### src/rtl/pipe_trace_buffer_pkg.sv
// Shared definitions for the pipeline trace recorder: channel bit indices,
// capture FSM states and the packed record width.
package pipe_trace_pkg;

    localparam int KIND_WB = 0;
    localparam int KIND_MR = 1;
    localparam int KIND_MW = 2;

    typedef enum logic [1:0] {
        ST_IDLE    = 2'd0,
        ST_ARMED   = 2'd1,
        ST_CAPTURE = 2'd2
    } state_t;

    // Record layout, MSB first: {ts, pc, kind, wb_reg, wb_data, mem_addr, mem_data}
    function automatic int rec_width(input int ts_w, input int addr_w,
                                     input int reg_w, input int data_w);
        return ts_w + addr_w + 3 + reg_w + data_w + addr_w + data_w;
    endfunction

endpackage

### src/rtl/pipe_trace_buffer_fifo.sv
// Show-ahead FIFO with optional overwrite-oldest when full.
// rd_data reads as zero while empty so downstream fields are clean.
module trace_fifo #(
    parameter int WIDTH = 8,
    parameter int DEPTH = 16
) (
    input  logic                     clk,
    input  logic                     rst_n,
    input  logic                     push,
    input  logic                     pop,
    input  logic                     overwrite,
    input  logic [WIDTH-1:0]         wr_data,
    output logic [WIDTH-1:0]         rd_data,
    output logic                     valid,
    output logic [$clog2(DEPTH):0]   count,
    output logic                     dropped
);
    localparam int PTR_W = $clog2(DEPTH);
    localparam int CNT_W = PTR_W + 1;

    logic [WIDTH-1:0] mem [DEPTH];
    logic [PTR_W-1:0] rd_ptr;
    logic [PTR_W-1:0] wr_ptr;
    logic             full;
    logic             do_pop;
    logic             do_write;
    logic             rd_adv;
    logic [CNT_W-1:0] count_next;

    assign full    = (count == CNT_W'(DEPTH));
    assign valid   = (count != '0);
    assign rd_data = valid ? mem[rd_ptr] : '0;

    // Push/pop resolution: a pop frees a slot for a same-cycle push, and an
    // overwrite on full advances the head so the write reuses the oldest slot.
    always_comb begin
        do_pop     = pop & valid;
        dropped    = push & full & ~do_pop;
        do_write   = push & (~full | do_pop | overwrite);
        rd_adv     = do_pop | (dropped & overwrite);
        count_next = count + CNT_W'(do_write) - CNT_W'(rd_adv);
    end

    // Pointer and occupancy registers
    always_ff @(posedge clk) begin
        if (!rst_n) begin
            rd_ptr <= '0;
            wr_ptr <= '0;
            count  <= '0;
        end else begin
            if (do_write) wr_ptr <= wr_ptr + 1'b1;
            if (rd_adv)   rd_ptr <= rd_ptr + 1'b1;
            count <= count_next;
        end
    end

    // Storage array, no reset needed since reads are gated by valid
    always_ff @(posedge clk) begin
        if (do_write) mem[wr_ptr] <= wr_data;
    end

endmodule

### src/rtl/pipe_trace_buffer.sv
// Pipeline event recorder: filters writeback/memory strobes, timestamps
// qualifying cycles and buffers them for a valid/ready consumer.
module pipe_trace_buffer
    import pipe_trace_pkg::*;
#(
    parameter int DATA_W = 32,
    parameter int ADDR_W = 32,
    parameter int REG_W  = 5,
    parameter int DEPTH  = 16,
    parameter int TS_W   = 16
) (
    input  logic                   clk,
    input  logic                   rst_n,
    input  logic                   arm,
    input  logic [2:0]             cfg_en_mask,
    input  logic [REG_W-1:0]       cfg_reg_lo,
    input  logic [REG_W-1:0]       cfg_reg_hi,
    input  logic                   cfg_wrap,
    input  logic                   cfg_trig_en,
    input  logic [ADDR_W-1:0]      cfg_trig_pc,
    input  logic [ADDR_W-1:0]      pc,
    input  logic                   wb_valid,
    input  logic [REG_W-1:0]       wb_reg,
    input  logic [DATA_W-1:0]      wb_data,
    input  logic                   mr_valid,
    input  logic [ADDR_W-1:0]      mr_addr,
    input  logic [DATA_W-1:0]      mr_data,
    input  logic                   mw_valid,
    input  logic [ADDR_W-1:0]      mw_addr,
    input  logic [DATA_W-1:0]      mw_data,
    output logic                   out_valid,
    input  logic                   out_ready,
    output logic [TS_W-1:0]        out_ts,
    output logic [ADDR_W-1:0]      out_pc,
    output logic [2:0]             out_kind,
    output logic [REG_W-1:0]       out_wb_reg,
    output logic [DATA_W-1:0]      out_wb_data,
    output logic [ADDR_W-1:0]      out_mem_addr,
    output logic [DATA_W-1:0]      out_mem_data,
    output logic [$clog2(DEPTH):0] count,
    output logic [15:0]            drop_cnt,
    output logic [1:0]             state
);
    localparam int REC_W = rec_width(TS_W, ADDR_W, REG_W, DATA_W);

    state_t             st;
    state_t             st_next;
    logic [TS_W-1:0]    ts;
    logic [2:0]         kind;
    logic               capture_en;
    logic               push;
    logic               dropped;
    logic [REG_W-1:0]   rec_wb_reg;
    logic [DATA_W-1:0]  rec_wb_data;
    logic [ADDR_W-1:0]  rec_mem_addr;
    logic [DATA_W-1:0]  rec_mem_data;
    logic [REC_W-1:0]   rec_in;
    logic [REC_W-1:0]   rec_out;

    // Channel filters and record field selection (mw has priority on mem fields)
    always_comb begin
        kind          = '0;
        kind[KIND_WB] = cfg_en_mask[KIND_WB] & wb_valid & (wb_reg != '0)
                        & (wb_reg >= cfg_reg_lo) & (wb_reg <= cfg_reg_hi);
        kind[KIND_MR] = cfg_en_mask[KIND_MR] & mr_valid;
        kind[KIND_MW] = cfg_en_mask[KIND_MW] & mw_valid;
        rec_wb_reg    = kind[KIND_WB] ? wb_reg  : '0;
        rec_wb_data   = kind[KIND_WB] ? wb_data : '0;
        if (kind[KIND_MW]) begin
            rec_mem_addr = mw_addr;
            rec_mem_data = mw_data;
        end else if (kind[KIND_MR]) begin
            rec_mem_addr = mr_addr;
            rec_mem_data = mr_data;
        end else begin
            rec_mem_addr = '0;
            rec_mem_data = '0;
        end
    end

    // The trigger cycle itself is captured, not only the cycles after it
    assign capture_en = (st == ST_CAPTURE)
                      | ((st == ST_ARMED) & arm & (pc == cfg_trig_pc));
    assign push   = capture_en & (kind != '0);
    assign rec_in = {ts, pc, kind, rec_wb_reg, rec_wb_data, rec_mem_addr, rec_mem_data};

    // Capture FSM state register
    always_ff @(posedge clk) begin
        if (!rst_n) st <= ST_IDLE;
        else        st <= st_next;
    end

    // Capture FSM next-state logic; dropping arm returns to IDLE from anywhere
    always_comb begin
        st_next = st;
        if (!arm) begin
            st_next = ST_IDLE;
        end else begin
            case (st)
                ST_IDLE:  st_next = cfg_trig_en ? ST_ARMED : ST_CAPTURE;
                ST_ARMED: if (pc == cfg_trig_pc) st_next = ST_CAPTURE;
                default:  st_next = st;
            endcase
        end
    end

    // Free-running timestamp and saturating lost-record counter
    always_ff @(posedge clk) begin
        if (!rst_n) begin
            ts       <= '0;
            drop_cnt <= '0;
        end else begin
            ts <= ts + 1'b1;
            if (dropped && drop_cnt != 16'hFFFF) drop_cnt <= drop_cnt + 1'b1;
        end
    end

    trace_fifo #(
        .WIDTH (REC_W),
        .DEPTH (DEPTH)
    ) u_fifo (
        .clk       (clk),
        .rst_n     (rst_n),
        .push      (push),
        .pop       (out_ready),
        .overwrite (cfg_wrap),
        .wr_data   (rec_in),
        .rd_data   (rec_out),
        .valid     (out_valid),
        .count     (count),
        .dropped   (dropped)
    );

    assign {out_ts, out_pc, out_kind, out_wb_reg, out_wb_data, out_mem_addr, out_mem_data} = rec_out;
    assign state = st;

endmodule

### config.mk
export PLATFORM = sky130hd
export DESIGN_NAME = pipe_trace_buffer
export DESIGN_NICKNAME = d
export VERILOG_FILES = /design/src/rtl/pipe_trace_buffer_pkg.sv /design/src/rtl/pipe_trace_buffer_fifo.sv /design/src/rtl/pipe_trace_buffer.sv
export SDC_FILE = /design/constraint.sdc
export NUM_CORES = 2
export LEC_CHECK = 0
export CORE_ASPECT_RATIO = 1.1
export CORE_MARGIN = 2
export CORE_UTILIZATION = 31
export DETAILED_ROUTE_END_ITERATION = 16
export GPL_ROUTABILITY_DRIVEN = 0
export MAX_ROUTING_LAYER = met4
export SLEW_MARGIN = 30
export SYNTH_ARGS = -nofsm -noshare
export SYNTH_HDL_FRONTEND = slang
export SYNTH_SLANG_ARGS = --single-unit
### constraint.sdc
create_clock -name clk -period 27.6 [get_ports clk]
set_input_delay 2.76 -clock clk [delete_from_list [all_inputs] [get_ports clk]]
set_output_delay 2.76 -clock clk [all_outputs]
set_load 0.02 [all_outputs]
=== Word level (Yosys, flattened, before mapping) ===
Memory sizes are Yosys's and may differ from the RTL's. A register that Yosys moved wholly into a read port is not among the register bits.
Index checks and enable logic that the tools add are counted.

* Add/subtract/negate cells: 6
* Order comparisons: 2
* Equality and inequality tests: 6
* Muxes and demuxes: 14
* Bitwise operators: 20
* Reduce and logical (&&, ||, !) cells: 8

{| class="wikitable"
|+ Operators with widths
! operator !! count
|-
| 32-bit two-way mux || 5
|-
| 152-bit two-way mux || 1
|-
| 16-bit by 1-bit adder with 16-bit output (second input constant) || 2
|-
| 32-bit == test || 1
|-
| 16-bit != test (second input constant) || 1
|-
| 1-bit AND || 14
|-
| 5-bit nonzero test || 2
|-
| 4-bit by 1-bit adder with 4-bit output (second input constant) || 2
|-
| 4-bit two-way mux || 2
|-
| 5-bit by 1-bit adder with 5-bit output || 1
|-
| 5-bit == test (second input constant) || 1
|-
| 5-bit >= comparator || 1
|-
| 5-bit <= comparator || 1
|-
| 5-bit two-way mux || 1
|-
| 5-bit by 1-bit subtractor with 5-bit output || 1
|-
| 2-bit two-way mux || 2
|-
| 1-bit OR || 4
|-
| 2-bit one-hot mux with 2 select lines || 1
|-
| 2-bit AND reduction || 2
|-
| 3-bit nonzero test || 1
|-
| 2-bit by 1-bit == test with 1-bit output (second input constant) || 1
|-
| 2-bit == test (second input constant) || 1
|-
| 2-bit logical NOT || 1
|-
| 1-bit two-way mux || 2
|-
| 4 further kinds || 5
|}

* Flip-flop bits (word level): 47
* RAM bits: 2432
* Bits of input ports: 251
* Output and inout bits: 176
* Logic and storage cells: 63
* Memories: 1

{| class="wikitable"
|+ Memories
! name !! words !! bits a word !! read ports !! clocked after Yosys merged registers in !! write ports !! RTL line !! source
|-
| u_fifo.mem || 16 || 152 || 1 || 1 || 1 || pipe_trace_buffer_fifo.sv:21 || <nowiki>logic [WIDTH-1:0] mem [DEPTH];</nowiki>
|}

=== Depth between registers and ports, before layout ===
* Depth in word-level cells: 12
* Gate-level depth with buffers: 18

=== Hierarchy ===
From an unflattened synthesis, not the netlist that was laid out.

* Cell total of the unflattened synthesis: 4036
* Area, all modules: 94713.3 sq um

{| class="wikitable"
|+ By module, submodules not included
! module !! times used !! cells an instance !! area each (sq um)
|-
| trace_fifo || 1 || 3672 || 91640.4
|-
| pipe_trace_buffer || 1 || 364 || 3072.9
|}

=== Worst setup path after synthesis ===
Ideal clock, no wire load.

* Path type: in2reg
* Start: input port cfg_reg_hi[3]
* End: memory u_fifo.mem[0][0] (netlist name), enable pin
* Library setup time: 1.088 ns
* Data arrival time: 19.958 ns
* Required time: 26.512 ns
* Setup slack: 6.554 ns
* Stages: 10
* Path buffers: 1
* Path through: inv_1 ha_1 a21oi_1 a21boi_1 o32a_1 o31a_1 a21o_1 or2_1 clkbuf_1 nor4b_1

* Longest elaborated chain between the ends: 7

{| class="wikitable"
|+ RTL lines
! what !! RTL line !! source
|-
| from (decl) || pipe_trace_buffer.sv:17 || <nowiki>input logic [REG_W-1:0] cfg_reg_hi,</nowiki>
|-
| 5-bit <= comparator || pipe_trace_buffer.sv:64 || <nowiki>& (wb_reg >= cfg_reg_lo) & (wb_reg <= cfg_reg_hi);</nowiki>
|-
| 1-bit AND || pipe_trace_buffer.sv:64 ||
|-
| 3-bit nonzero test || pipe_trace_buffer.sv:84 || <nowiki>assign push = capture_en & (kind != '0);</nowiki>
|-
| 1-bit AND || pipe_trace_buffer.sv:84 ||
|-
| 1-bit AND || pipe_trace_buffer_fifo.sv:39 || <nowiki>do_write = push & (~full | do_pop | overwrite);</nowiki>
|-
| 1-bit two-way mux || pipe_trace_buffer_fifo.sv:59 || <nowiki>if (do_write) mem[wr_ptr] <= wr_data;</nowiki>
|-
| 1-bit two-way mux (implied by the code) || pipe_trace_buffer_fifo.sv:59 ||
|-
| to (decl) || pipe_trace_buffer_fifo.sv:21 ||
|}

No other way between the ends.

==> flow_metrics.py <==
metrics = {
    "critical_path": {
        "end_kind": "output port",
        "reg2reg_slack_ns": 21.96,
        "cp.required_ns": 24.84,
        "path_max_fanout": 69,
        "r2r-end": "u_fifo.mem[8][40]",
        "path_class": "reg -> out",
        "critPathLaunchType": "register",
        "arrival_ns": 6.81,
        "worstRegToRegCells": 10,
        "rr_startpoint": "state[0]",
    },
    "power_and_ir_drop": {
        "seqPwrFrac_pct": 44.4,
        "power_frac_clock_pct": 37.1,
        "p_comb_share_pct": 18.4,
        "p_leak_nw": 34.58,
        "net-switching-power_w": 0.002364,
        "peakVddDrop_mv": 0.05100,
        "power_density_nw_per_um2": 82.09,
        "netSwitchingFraction_pct": 25.22,
        "p_int_w": 0.007010,
    },
    "clock_tree": {
        "htree_levels": 5,
        "cts_sinks": 2483,
        "cts_buffers": 275,
        "cts.reportedPaths.clkPinSlew_ns": 0.06,
        "cts-root-buf": "clkbuf_16",
        "cts_resized": 0,
        "cts_hold_buf": 0,
        "cts_setup_buffers": 0,
        "clockBufferDepth": 4,
        "clk_latency_ns": 0.85,
        "cts_tree": "yes",
    },
    "logic_synthesis": {
        "netlist-cell-type-count": 49,
        "ys_async_sr_fraction_pct": 0,
        "ys_ff_latch": 2483,
        "avgSynthCellArea_um2": 23.73,
        "yosysWarnings": 0,
        "synthesis.nets": 4319,
        "syn_inst": 4044,
        "synthesis.area_um2": 95950,
        "yosysSeqAreaShare_pct": 77.17,
        "synth-edff-count": 2432,
        "ys.flop_type": "edfxtp_1",
    },
    "cells_and_area": {
        "final_common_cell": "edfxtp_1",
        "drive_gt1_share_pct": 26.43,
        "seq_area_um2": 74070,
        "fillers": 27720,
        "final_nets": 4896,
        "layout.cells.most_common_list": "edfxtp_1 (2432), mux4_2 (760), clkdlybuf4s50_1 (424)",
        "fin_area_um2": 114200,
        "syn2layout_area_growth_pct": 19.00,
        "multiInputGateArea_um2": 21070,
    },
    "global_routing": {
        "grt_remaining_overflow": 0,
        "grt_usage_pct": 15.29,
        "grt_first_pass_wirelength_um": 339500,
        "grt_pass1_vias": 47220,
        "grt_max_degree": 141,
        "antenna_found_initial": 22,
    },
    "die": {
        "die_h_um": 587.5,
        "num_rows": 214,
        "io_pins": 427,
        "dieArea_um2": 314000,
        "core_area_um2": 308500,
        "initial_core_util_pct": 31.11,
        "fp.dieW_um": 534.5,
    },
    "place": {
        "portBuffers": 426,
        "dpl-instance-area_um2": 105600,
        "dpl.hpwl_um": 123600,
    },
    "sta": {
        "tightest_slew_ns": 1.127,
        "rsz0062_at_grt": "false",
        "final-setup-viol-count": 0,
        "max_freq_mhz": 104.5,
        "fin_setup_tns_ns": 0,
        "hold_violations": 0,
        "period_share_pct": 34.66,
        "slew_viol_final": 0,
        "maxSlewHeadroom_pct": 24.85,
        "fin_worst_skew_ns": 0.06495,
        "period_minus_slack_ns": 9.567,
    },
    "route": {
        "wl_met3_um": 14530,
        "drt-total-wl_um": 238600,
        "ant_nets": 0,
        "vias": 45040,
        "detail_route.wl_per_cell_um": 26.70,
        "first_pass_iters": 5,
        "route.met2.wl_um": 116300,
        "drt_iter0_drc": 4345,
        "route.detailed.drc": 0,
        "wl_met1_um": 103200,
        "vias_per_cell": 5.041,
        "topRoutingLayerUsed": "met4",
    },
    "hold_path": {
        "hold_path_depth": 2,
        "hold_start": "u_fifo.rd_ptr[3]",
        "hold_class": "reg -> reg",
    },
    "job": {
        "drv_cap": 0,
    },
    "status": {
        "outcome": "finished clean",
    },
}
-- critical path: stages (launching register included) --
cell	delay [ns]
dfxtp_4	0.70
buf_4	0.76
buf_4	0.80
buf_4	0.79
buf_12	0.45
buf_16	0.44
mux4_2	0.59
mux4_2	0.46
and2_1	0.20
clkdlybuf4s50_1	0.56
-- cell families after synthesis --
group,count (synthesis),share of synthesized area (%)
DFF,2483,77.17
buffers and inverters,251,1.013
muxes,764,17.88
adders and majority gates,24,0.3208
AOI/OAI and AO/OA,122,0.9649
xor gates and xnor gates,50,0.4564
and+or+nand+nor,350,2.192
-- power by group through the flow --
stage | registers [W] | logic (W) | clock network, W
6_report | 0.00417 | 0.00173 | 0.00348
2_1_floorplan | 0.00424 | 0.00108 | 0
3_5_place_dp | 0.00425 | 0.00177 | 0
5_1_grt | 0.00417 | 0.00184 | 0.00371
4_1_cts | 0.00417 | 0.00177 | 0.00356
3_3_place_gp | 0.00425 | 0.00175 | 0
-- cell usage after synthesis, types with 6 or more instances --
library cell     n  area (um^2)
buf_2           17        85.08
or4_1           15        112.6
o31ai_1         14        105.1
inv_1           24        90.09
a22o_1          64        560.5
buf_1           33        123.9
xor2_1          45        394.1
o21ai_0          7        35.03
edfxtp_1      2432        73030
and4b_1          6        60.06
and2_1         193         1207
dfxtp_1         51         1021
and3_1           8        50.05
nand4_1         11        68.82
nor4_1          11        68.82
clkbuf_1       175        656.9
a21oi_1         24        120.1
nand3_1         15        75.07
ha_1            23        287.8
nand2_1         22        82.58
mux4_2         760        17120
nor2_1          34        127.6
nor3_1          11        55.05
-- through the flow --
step           worst slack [ns]  hold slack [ns]  cells  power (W)  util, %
2_1_floorplan             6.554           0.4489   4044   0.005320        -
5_1_grt                   17.32           0.5074   8931   0.009716    37.02
3_5_place_dp              17.75           0.4623   8446   0.006012    34.23
6_report                  18.03           0.4778   8934   0.009374    37.02
4_1_cts                   17.62           0.4792   8918   0.009500    36.99
3_3_place_gp              17.72           0.4485   8443   0.005999    34.20
-- state kept, by name (all words and copies together) (netlist names), named ones only --
register	cells
u_fifo.count	5
drop_cnt	16
ts	16
u_fifo.rd_ptr	4
u_fifo.wr_ptr	4
state	2
u_fifo.mem	2432
-- metal layers --
layer,track usage [%],vias to the layer above
met5,-,-
met4,3.565,0
met3,2.395,300
met2,24.17,1616
met1,20.80,24650
li1,-,18480
-- worst max path at each step --
| stage | endpoint | depth (start not counted) | startpoint | slack, ns |
|---|---|---|---|---|
| after CTS | out_mem_data[29] | 9 | register | 17.62 |
| after floorplan | u_fifo.mem[0][0] | 10 | cfg_reg_hi[3] | 6.55 |
| after global routing | out_mem_addr[4] | 9 | register | 17.32 |
| after detailed placement | u_fifo.mem[8][39] | 13 | pc[5] | 17.75 |
| after global placement | u_fifo.mem[8][62] | 12 | pc[2] | 17.72 |
| final | out_mem_data[30] | 9 | register | 18.03 |
-- final cells by class --
cell class | instances | share of cell area (%)
Antenna cell | 14 | 0.03068
Inverter | 25 | 0.08328
Multi-Input combinational cell | 1310 | 18.45
Tap cell | 4104 | 4.497
Timing Repair Buffer | 526 | 4.622
Clock buffer | 322 | 6.264
Clock inverter | 150 | 1.188
Sequential cell | 2483 | 64.86
Note: power is estimated with default switching activity, not from simulation.
